**config.mk**
```make
export PLATFORM = sky130hd
export DESIGN_NAME = xyz_drive_seq
export DESIGN_NICKNAME = d
export VERILOG_FILES = /design/src/rtl/xyz_drive_seq.sv
export SDC_FILE = /design/constraint.sdc
export NUM_CORES = 1
export LEC_CHECK = 0
export ABC_AREA = 0
export BUFFER_PORTS_ARGS = -buffer_cell sky130_fd_sc_hd__buf_2
export CAP_MARGIN = 20
export CORE_MARGIN = 10
export CORE_UTILIZATION = 40
export DETAILED_ROUTE_END_ITERATION = 16
export HOLD_SLACK_MARGIN = 0.02
export PLACE_DENSITY = 0.57
export SYNTH_ARGS = -nofsm -noshare
export SYNTH_HDL_FRONTEND = slang
export SYNTH_SLANG_ARGS = --single-unit
```
**constraint.sdc**
```tcl
create_clock -name clk -period 3.05 [get_ports clk]
set_input_delay 0.1525 -clock clk [delete_from_list [all_inputs] [get_ports clk]]
set_output_delay 0.1525 -clock clk [all_outputs]
set_load 0.01 [all_outputs]
```
**src/rtl/xyz_drive_seq.sv**
```systemverilog
// Upstream feeder for the xyz stage: buffers command words in a small FIFO and
// drives each word on signal_b/signal_e3 for in_hold+1 cycles, idling at zero otherwise.
module xyz_drive_seq #(
    parameter int DEPTH  = 4,
    parameter int HOLD_W = 4
) (
    input  logic                       clk,
    input  logic                       rst_n,
    input  logic                       in_valid,
    output logic                       in_ready,
    input  logic [2:0]                 in_b,
    input  logic                       in_e3,
    input  logic [HOLD_W-1:0]          in_hold,
    output logic [2:0]                 signal_b,
    output logic                       signal_e3,
    output logic                       busy,
    output logic [$clog2(DEPTH):0]     count
);

    localparam int AW = $clog2(DEPTH);
    localparam int CW = AW + 1;
    localparam int EW = 4 + HOLD_W;

    typedef enum logic {
        ST_IDLE = 1'b0,
        ST_HOLD = 1'b1
    } state_t;

    state_t              state_q;
    logic [EW-1:0]       mem_q [DEPTH];
    logic [AW-1:0]       wr_ptr_q, wr_ptr_d;
    logic [AW-1:0]       rd_ptr_q, rd_ptr_d;
    logic [CW-1:0]       count_q, count_d;
    logic [HOLD_W-1:0]   hold_q;
    logic [2:0]          sig_b_q;
    logic                sig_e3_q;
    logic                busy_q;

    logic                push_s;
    logic                pop_s;
    logic [EW-1:0]       head_s;
    logic [2:0]          head_b_s;
    logic                head_e3_s;
    logic [HOLD_W-1:0]   head_hold_s;

    assign in_ready    = (count_q != CW'(DEPTH));
    assign push_s      = in_valid & in_ready;
    assign head_s      = mem_q[rd_ptr_q];
    assign head_b_s    = head_s[EW-1 -: 3];
    assign head_e3_s   = head_s[HOLD_W];
    assign head_hold_s = head_s[HOLD_W-1:0];

    assign signal_b  = sig_b_q;
    assign signal_e3 = sig_e3_q;
    assign busy      = busy_q;
    assign count     = count_q;

    // Pop decision and FIFO pointer/occupancy next-state.
    always_comb begin
        pop_s    = 1'b0;
        wr_ptr_d = wr_ptr_q;
        rd_ptr_d = rd_ptr_q;
        count_d  = count_q;
        // A pop happens whenever the FSM is free to take the head word.
        if ((count_q != CW'(0)) && ((state_q == ST_IDLE) || (hold_q == HOLD_W'(0)))) begin
            pop_s = 1'b1;
        end else begin
            pop_s = 1'b0;
        end
        if (push_s) begin
            wr_ptr_d = wr_ptr_q + AW'(1);
        end else begin
            wr_ptr_d = wr_ptr_q;
        end
        if (pop_s) begin
            rd_ptr_d = rd_ptr_q + AW'(1);
        end else begin
            rd_ptr_d = rd_ptr_q;
        end
        case ({push_s, pop_s})
            2'b10:   count_d = count_q + CW'(1);
            2'b01:   count_d = count_q - CW'(1);
            default: count_d = count_q;
        endcase
    end

    // FIFO storage and pointers.
    always_ff @(posedge clk or negedge rst_n) begin
        if (!rst_n) begin
            for (int i = 0; i < DEPTH; i++) begin
                mem_q[i] <= {EW{1'b0}};
            end
            wr_ptr_q <= {AW{1'b0}};
            rd_ptr_q <= {AW{1'b0}};
            count_q  <= {CW{1'b0}};
        end else begin
            if (push_s) begin
                mem_q[wr_ptr_q] <= {in_b, in_e3, in_hold};
            end
            wr_ptr_q <= wr_ptr_d;
            rd_ptr_q <= rd_ptr_d;
            count_q  <= count_d;
        end
    end

    // Output sequencer: load, hold and release words with registered outputs.
    always_ff @(posedge clk or negedge rst_n) begin
        if (!rst_n) begin
            state_q  <= ST_IDLE;
            hold_q   <= {HOLD_W{1'b0}};
            sig_b_q  <= 3'b000;
            sig_e3_q <= 1'b0;
            busy_q   <= 1'b0;
        end else begin
            case (state_q)
                ST_IDLE: begin
                    if (pop_s) begin
                        state_q  <= ST_HOLD;
                        hold_q   <= head_hold_s;
                        sig_b_q  <= head_b_s;
                        sig_e3_q <= head_e3_s;
                        busy_q   <= 1'b1;
                    end else begin
                        sig_b_q  <= 3'b000;
                        sig_e3_q <= 1'b0;
                        busy_q   <= 1'b0;
                    end
                end
                ST_HOLD: begin
                    if (hold_q != HOLD_W'(0)) begin
                        hold_q <= hold_q - HOLD_W'(1);
                    end else if (pop_s) begin
                        // Next word follows with no idle bubble.
                        hold_q   <= head_hold_s;
                        sig_b_q  <= head_b_s;
                        sig_e3_q <= head_e3_s;
                        busy_q   <= 1'b1;
                    end else begin
                        state_q  <= ST_IDLE;
                        sig_b_q  <= 3'b000;
                        sig_e3_q <= 1'b0;
                        busy_q   <= 1'b0;
                    end
                end
                default: begin
                    state_q  <= ST_IDLE;
                    hold_q   <= {HOLD_W{1'b0}};
                    sig_b_q  <= 3'b000;
                    sig_e3_q <= 1'b0;
                    busy_q   <= 1'b0;
                end
            endcase
        end
    end

endmodule

```
Yosys cells after proc, flatten, opt, wreduce, memory -nomap -nowiden. Cells that the tools add are included.

Bits in registers: 49. Bits of input ports: 11.

Add/subtract/negate cells: 5. Order comparisons: 3. Equality and inequality tests: 4. Muxes and demuxes: 22. Bitwise logic cells: 4. Reduce and logical (&&, ||, !) cells: 7.

Operators with widths (number): $bwmux W32 (1); $mux W8 (3); $bmux W8 S2 (1); $demux W8 S2 (1); $pmux W3 S2 (2); $mux W4 (2); $pmux W4 S2 (1); $ge A3 B3 Y1 const B (2); $mux W1 (6); $mux W3 (2); $not A2 Y3 (2); $pmux W1 S2 (3); $add A2 B1 Y2 const B (2); $logic_not A4 Y1 (1); $reduce_bool A4 Y1 (1); $sub A4 B1 Y4 const B (1); $add A3 B1 Y3 const B (1); $lt A3 B1 Y1 const B (1); $ne A3 B3 Y1 const B (1); $reduce_bool A3 Y1 (1); $sub A3 B1 Y3 const B (1); $eq A2 B1 Y1 const B (1); $eq A2 B2 Y1 const B (1); $logic_and A1 B1 Y1 (2); 5 further kinds (5).

Depth between registers and ports, before layout. Gate-level depths: netlist of the first run.

Depth in word-level cells: 7. Mapped depth: 10. Depth with buffers taken out: 10.

Worst setup path before layout of the first run. No wires, ideal clock.

Path type: register to register. Start: register hold_q[0]. End: register count_q[2] (netlist: count[2]). Arrival time: 2426 ps. Data required time: 2971 ps. Path slack: 545 ps. Cell stages (with the launch flop): 11. Path buffers: 0. Clock period less this slack: 2505 ps. Path through: dfrtp_1 inv_1 ha_1 or3b_2 a21oi_2 ha_1 inv_1 fa_1 xor2_1 nor2_1 xor2_1.

Word-level cells in the longest chain between the ends: 6. Elaborated cells between the ends (all ways): 8.

Ends and longest elaborated chain: from (decl) (RTL line 34) `logic [HOLD_W-1:0] hold_q;`; from (signal assigned) (RTL line 110) `hold_q <= {HOLD_W{1'b0}};`; from (signal assigned) (RTL line 119) `hold_q <= head_hold_s;`; from (signal assigned) (RTL line 131) `hold_q <= hold_q - HOLD_W'(1);`; $logic_not A4 Y1 * (RTL line 65) `if ((count_q != CW'(0)) && ((state_q == ST_IDLE) || (hold_q == HOLD_W'(0)))) begin`; $logic_or A1 B1 Y1 * (RTL line 65); $logic_and A1 B1 Y1 * (RTL line 65); $mux W1 * (RTL line 65); net pop_s (RTL line 40) `logic pop_s;`; $eq A2 B1 Y1 or $eq A2 B2 Y1 (tied branches) (RTL line 80) `case ({push_s, pop_s})`; $pmux W3 S2 or $reduce_bool A2 Y1 (tied branches); to (signal assigned) (RTL line 95) `count_q <= {CW{1'b0}};`; to (signal assigned) (RTL line 102) `count_q <= count_d;`; to (decl) (RTL line 33) `logic [CW-1:0] count_q, count_d;`.

Mark *: on every way through the listed nets, which the timed path passes. The rest lies on a longest branch. A chain may end at the register's enable or synchronous reset.

Final worst setup path of the first run. Ends and elaborated chain as after synthesis.

==> results of run 1 <==
## worst paths after layout
check,endpoint,depth (start not counted)
worst max-delay path,count[2],10
worst min-delay path,mem_q[23],2
worst max register to register,count[2],10
worst min register to register,mem_q[21],1
max in group asynchronous,mem_q[7],3
min in group asynchronous,count[0],2
## metrics by stage
stage,total power [mW],util [%],instance area [sq um]
after floorplan,2.12,-,2310
after global placement,2.34,44.1,2460
after detailed placement,2.42,44.1,2460
after CTS,2.96,46.5,2590
after global routing,3.14,47.0,2620
final,2.92,47.0,2620
## flip-flops by register name, indices dropped and copies added (netlist names)
signal	flops
hold_q	4
mem_q	32
state_q	1
signal_e3	1
busy	1
rd_ptr_q	2
wr_ptr_q	2
count	3
signal_b	3
## worst max-delay path, delay by kind of cell (launching register included)
family / cells / cell delay [ns]
fa+ha+maj: 3 / 0.84
simple gates: 2 / 0.63
flops: 1 / 0.43
xor+xnor: 2 / 0.33
compound gates: 1 / 0.32
buf+inv: 2 / 0.14
## cells in the final DEF (no fill, tap or decap), drive strengths merged, types with 3 or more instances in the layout
master / instances
mux2: 34
mux4: 8
o21ai: 3
a22oi: 3
xnor2: 3
dfrtp: 49
a22o: 4
xor2: 3
nor2: 4
buf: 20
inv: 9
ha: 6
nand3: 4
nand2: 5
clkbuf: 5
## synthesized netlist by cell type, types with 2 or more instances
| cell type | number | area (sq um) |
|---|---|---|
| a22o_1 | 4 | 35.0 |
| a22oi_1 | 3 | 22.5 |
| buf_6 | 2 | 22.5 |
| clkbuf_1 | 3 | 11.3 |
| dfrtp_1 | 49 | 1230 |
| ha_1 | 6 | 75.1 |
| inv_1 | 9 | 33.8 |
| mux2_2 | 26 | 293 |
| mux2_4 | 8 | 120 |
| mux4_2 | 8 | 180 |
| nand2_1 | 5 | 18.8 |
| nand3_2 | 3 | 30.0 |
| nor2_1 | 4 | 15.0 |
| o21ai_0 | 3 | 15.0 |
| xnor2_1 | 3 | 26.3 |
| xor2_1 | 3 | 26.3 |
## routing by layer
metal,routed length [um],part of all wire [%]
met1,1910,42
met2,2330,51
met3,232,5.1
met4,80,1.8
met5,0,0
## power by group through the flow
stage | Clock (mW) | Sequential [mW] | Combinational [mW]
floorplan | 0 | 1.16 | 0.962
global placement | 0 | 1.24 | 1.10
detailed placement | 0 | 1.27 | 1.15
CTS | 0.551 | 1.26 | 1.15
global route | 0.577 | 1.31 | 1.26
finish | 0.536 | 1.25 | 1.14
## layout make-up
class	instances	area [sq um]
Clock inverter	3	65.1
Multi-Input combinational cell	95	1010
Tap cell	72	90.1
Fill cell	492	2950
Sequential cell	49	1230
Inverter	9	33.8
Timing Repair Buffer	21	125
Clock buffer	5	68.8
## logic make-up (layout without fill, tap and decap cells)
kind of cell,Yosys count,after routing,share of synthesized area (%)
adder cells (fa/ha/maj),7,7,4.11
buffers and inverters,15,38,3.14
AND/OR/NAND/NOR,21,21,5.57
XOR/XNOR,6,6,2.27
AO/OA/AOI/OAI,18,18,5.79
flip-flops,49,49,53.0
multiplexers,43,43,26.1
==> impl_metrics.tcl, run 1 <==
set metrics [dict create \
    wire_per_inst_um 17.9 \
    diodes 0 \
    drive_above_1_share_pct 41.8 \
    pwr-share-comb_pct 38.9 \
    period_share_pct 90.6 \
    htree_levels 2 \
    hold_viol 0 \
    drc_errors 0 \
    totalNegativeSetupSlack_ns 0 \
    synthToLayoutAreaGrowth_pct 13.4 \
    synth_seq_cells 49 \
    grt_overflow_total 0 \
    finalWorstSetupSlack_ns 0.286 \
    slew_viol_final 0 \
    yosys_warnings 0 \
    hpwlAfterDp_um 3200 \
    async_flop_share_pct 100 \
    skew_ns 0.00807 \
    min_from "in_b[2]" \
    worst-endpoint-required_ns 3.27 \
    clock_latency_ns 0.29 \
    worst_pin_slew_ns 0.617 \
    nets 199 \
    cts_buffers 5 \
    fmax_ghz 0.362 \
    whs_ns 0.128 \
    antenna_found_initial 0 \
    grt_pass1_wl_um 7620 \
    power_density_mw_per_mm2 1120 \
    power_frac_seq_pct 42.8 \
    cp_max_fo 6 \
    cp_slowest_stage_delay_ns 0.52 \
    vias_per_cell 5.35 \
    drv_cap 0 \
    worst-setup-path-type "register to register" \
    status "finished clean" \
    vdd_ir_drop_max_mv 0.409 \
    start_util_pct 41.5 \
    reg2reg_slack_ns 0.29 \
    rsz0062_at_grt "false" \
    tritoncts "yes" \
    portBuffers 19 \
    internal_power_mw 1.97 \
    avgSynthCellArea_sq_um 14.5 \
    r2r_start "hold_q[0]" \
    syn_inst 159 \
    hp-class "input port to register" \
    clockBufferDepth 2 \
    synth_cell_types 36 \
    rows 27 \
    cp.arrival_ns 2.98 \
    ioPinCount 20 \
    period_minus_slack_ns 2.76 \
    core_sq_mm 0.00557 \
    grt_max_degree 50 \
    synth_seq_area_share_pct 53.0 \
    path_cells "inv_1 -> ha_1 -> or3b_2 -> a21oi_2 -> ha_1 -> inv_1 -> fa_1 -> xor2_1 -> nor2_1 -> xor2_1" \
    crit_slowest_cell "or3b_2" \
    met2_usage_pct 18.3 \
    drtIter0Drc 57 \
    startpoint "hold_q[0]" \
    setup_viol 0 \
    die_y_um 96.0 \
    post_cts_resized 0 \
    path_clk_slew_ns 0.09 \
    slew_headroom_pct 58.9 \
    grtUsageMet1_pct 12.8 \
    synth_edf_count 0 \
    final_cells 254 \
    power.clock.fraction_pct 18.3 \
    routed_wl_um 4550 \
    end_kind "register" \
    met3_usage_pct 2.96 \
    cts_root_buffer "clkbuf_8" \
    p_switching_uw 951 \
    grt_pass1_vias 1489 \
    busiest_layer "met2" \
    switching_share_pct 32.5 \
    gp_congestion 0.712 \
    postCtsHoldBufs 0 \
    cts_setup_buffers 0 \
    grtUsageTotal_pct 10.8 \
    antenna_left 0 \
    num_vias 1359 \
    synthFlopType "dfrtp_1" \
    dpl.cell_count 244 \
    netlist_area_sq_mm 0.00231 \
    die_w_um 96.0 \
    dp_slack_ns 0.290 \
    p_leak_nw 1.17 \
    syn-num-nets 177 \
    drt_first_pass_iters 4 \
    clkSinkCount 49 \
    dieArea_sq_mm 0.00922 \
    startpoint_type "register" \
]
No activity file was read; power rests on OpenSTA's default activity.
==> inputs of run 2 (changes only) <==
- CORE_MARGIN: 10 -> 4
==> run 2 against run 1 <==
Against the previous run: final area decreased by 0.67%; register-to-register slack improved by 0.03 ns; setup slack better by 0.028 ns; largest power group unchanged; final cell count unchanged; fmax rose by 1.0%; via count increased by 0.59%; count of clock-buffer cells in the layout increased by 2; die area is 23% lower; critical path type unchanged; utilization about the same; critical path depth stayed put.
==> impl_metrics.tcl, run 2 (same netlist as run 1, synthesis figures left out) <==
set metrics [dict create \
    setup_viol 0 \
    min_from "in_hold[3]" \
    postCtsHoldBufs 0 \
    clkSinkCount 49 \
    htree_levels 2 \
    worst-setup-path-type "register to register" \
    num_vias 1367 \
    slew_headroom_pct 56.0 \
    rows 27 \
    path_clk_slew_ns 0.09 \
    p_switching_uw 955 \
    power_density_mw_per_mm2 1100 \
    hp-class "input port to register" \
    internal_power_mw 1.92 \
    status "finished clean" \
    pwr-share-comb_pct 40.0 \
    end_kind "register" \
    rsz0062_at_grt "false" \
    hold_viol 0 \
    cts_root_buffer "clkbuf_8" \
    final_cell_mix "dfrtp_1 (49), mux2_2 (26), buf_2 (19)" \
    cts_buffers 5 \
    drive_above_1_share_pct 41.2 \
    synthToLayoutAreaGrowth_pct 12.7 \
    core_sq_mm 0.00554 \
    antenna_left 0 \
    busiest_layer "met2" \
    drv_cap 0 \
    clockBufferDepth 2 \
    top_regs "mem_q x32, hold_q x4" \
    switching_share_pct 33.2 \
    nFillCells 494 \
    diodes 0 \
    grtUsageTotal_pct 14.3 \
    grt_pass1_vias 1511 \
    totalNegativeSetupSlack_ns 0 \
    clock_latency_ns 0.30 \
    tritoncts "yes" \
    grt_overflow_total 0 \
    wire_per_inst_um 17.9 \
    fmax_ghz 0.366 \
    startpoint "hold_q[0]" \
    die_y_um 84.0 \
    met3_usage_pct 3.46 \
    met2_usage_pct 23.0 \
    total_power_mw 2.87 \
    post_cts_resized 0 \
    p_leak_nw 1.16 \
    drc_errors 0 \
    cp_max_fo 6 \
    nets 199 \
    start_util_pct 41.7 \
    vias_per_cell 5.38 \
    slew_viol_final 0 \
    worst-endpoint-required_ns 3.27 \
    grt_max_degree 50 \
    die_w_um 84.0 \
    top_register "mem_q" \
    period_minus_slack_ns 2.74 \
    worst_pin_slew_ns 0.660 \
    drtIter0Drc 52 \
    antenna_found_initial 0 \
    grtUsageMet1_pct 17.7 \
    vdd_ir_drop_max_mv 0.391 \
    grt_pass1_wl_um 7780 \
    startpoint_type "register" \
    hpwlAfterDp_um 3150 \
    cts_setup_buffers 0 \
    ioPinCount 20 \
    r2r_start "hold_q[0]" \
    skew_ns 0.0104 \
    dieArea_sq_mm 0.00706 \
    portBuffers 19 \
    routed_wl_um 4550 \
    power_frac_seq_pct 43.6 \
    power.clock.fraction_pct 16.4 \
    period_share_pct 89.7 \
    largest_reg_flops 32 \
    final_common_cell "dfrtp_1" \
    cp.arrival_ns 2.96 \
    gp_congestion 0.792 \
    drt_first_pass_iters 4 \
]
-- run 2: cell types whose count changed in the layout (fill, tap and decap cells not counted) --
cell	change
clkbuf_1	+1
bufinv_16	-1
clkbuf_8	+1
clkinv_2	-1
-- run 2: path summary, 6_finish.rpt --
| path | to | depth (start not counted) | slack [ns] |
|---|---|---|---|
| worst max-delay path | count[2] | 10 | 0.31 |
| worst min-delay path | mem_q[3] | 2 | 0.12 |
| worst max register to register | count[2] | 10 | 0.31 |
| worst min register to register | mem_q[8] | 1 | 0.51 |
| max in group asynchronous | mem_q[30] | 3 | 2.27 |
| min in group asynchronous | busy | 2 | 0.27 |
-- run 2: stage by stage --
step | area, sq um | hold WS (ns) | setup slack (ns) | utilization (%) | std cells
2_1_floorplan | 2310 | -0.143 | 0.545 | - | 159
5_1_grt | 2610 | 0.111 | 0.149 | 47.0 | 254
6_report | 2610 | 0.119 | 0.315 | 47.0 | 254
3_5_place_dp | 2460 | 0.417 | 0.327 | 44.4 | 244
4_1_cts | 2570 | 0.0847 | 0.306 | 46.5 | 252
3_3_place_gp | 2460 | 0.382 | 0.442 | 44.4 | 244
-- run 2: layer usage --
metal  wire (um)  vias up
li1            -      623
met1        1920      702
met2        2320       32
met3         164       10
met4         146        0
met5           0        -
-- run 2: worst max-delay path, cell delays in order (launching register included) --
cell     delay (ns)
dfrtp_1        0.43
inv_1          0.08
ha_1           0.22
or3b_2         0.52
a21oi_2        0.30
ha_1           0.24
inv_1          0.06
fa_1           0.37
xor2_1         0.17
nor2_1         0.11
xor2_1         0.16
-- run 2: power groups by stage --
stage | Combinational [mW] | Clock [mW] | Sequential [mW]
floorplan | 0.962 | 0 | 1.16
global route | 1.27 | 0.519 | 1.30
detailed placement | 1.16 | 0 | 1.27
finish | 1.15 | 0.471 | 1.25
CTS | 1.17 | 0.493 | 1.26
global placement | 1.10 | 0 | 1.24
-- run 2: area by class of cell --
cell class	count	area [sq um]	area share [%]
Sequential cell	49	1230	47.1
Clock buffer	7	86.3	3.31
Inverter	9	33.8	1.30
Clock inverter	1	30.0	1.15
Timing Repair Buffer	21	125	4.80
Tap cell	72	90.1	3.46
Multi-Input combinational cell	95	1010	38.9
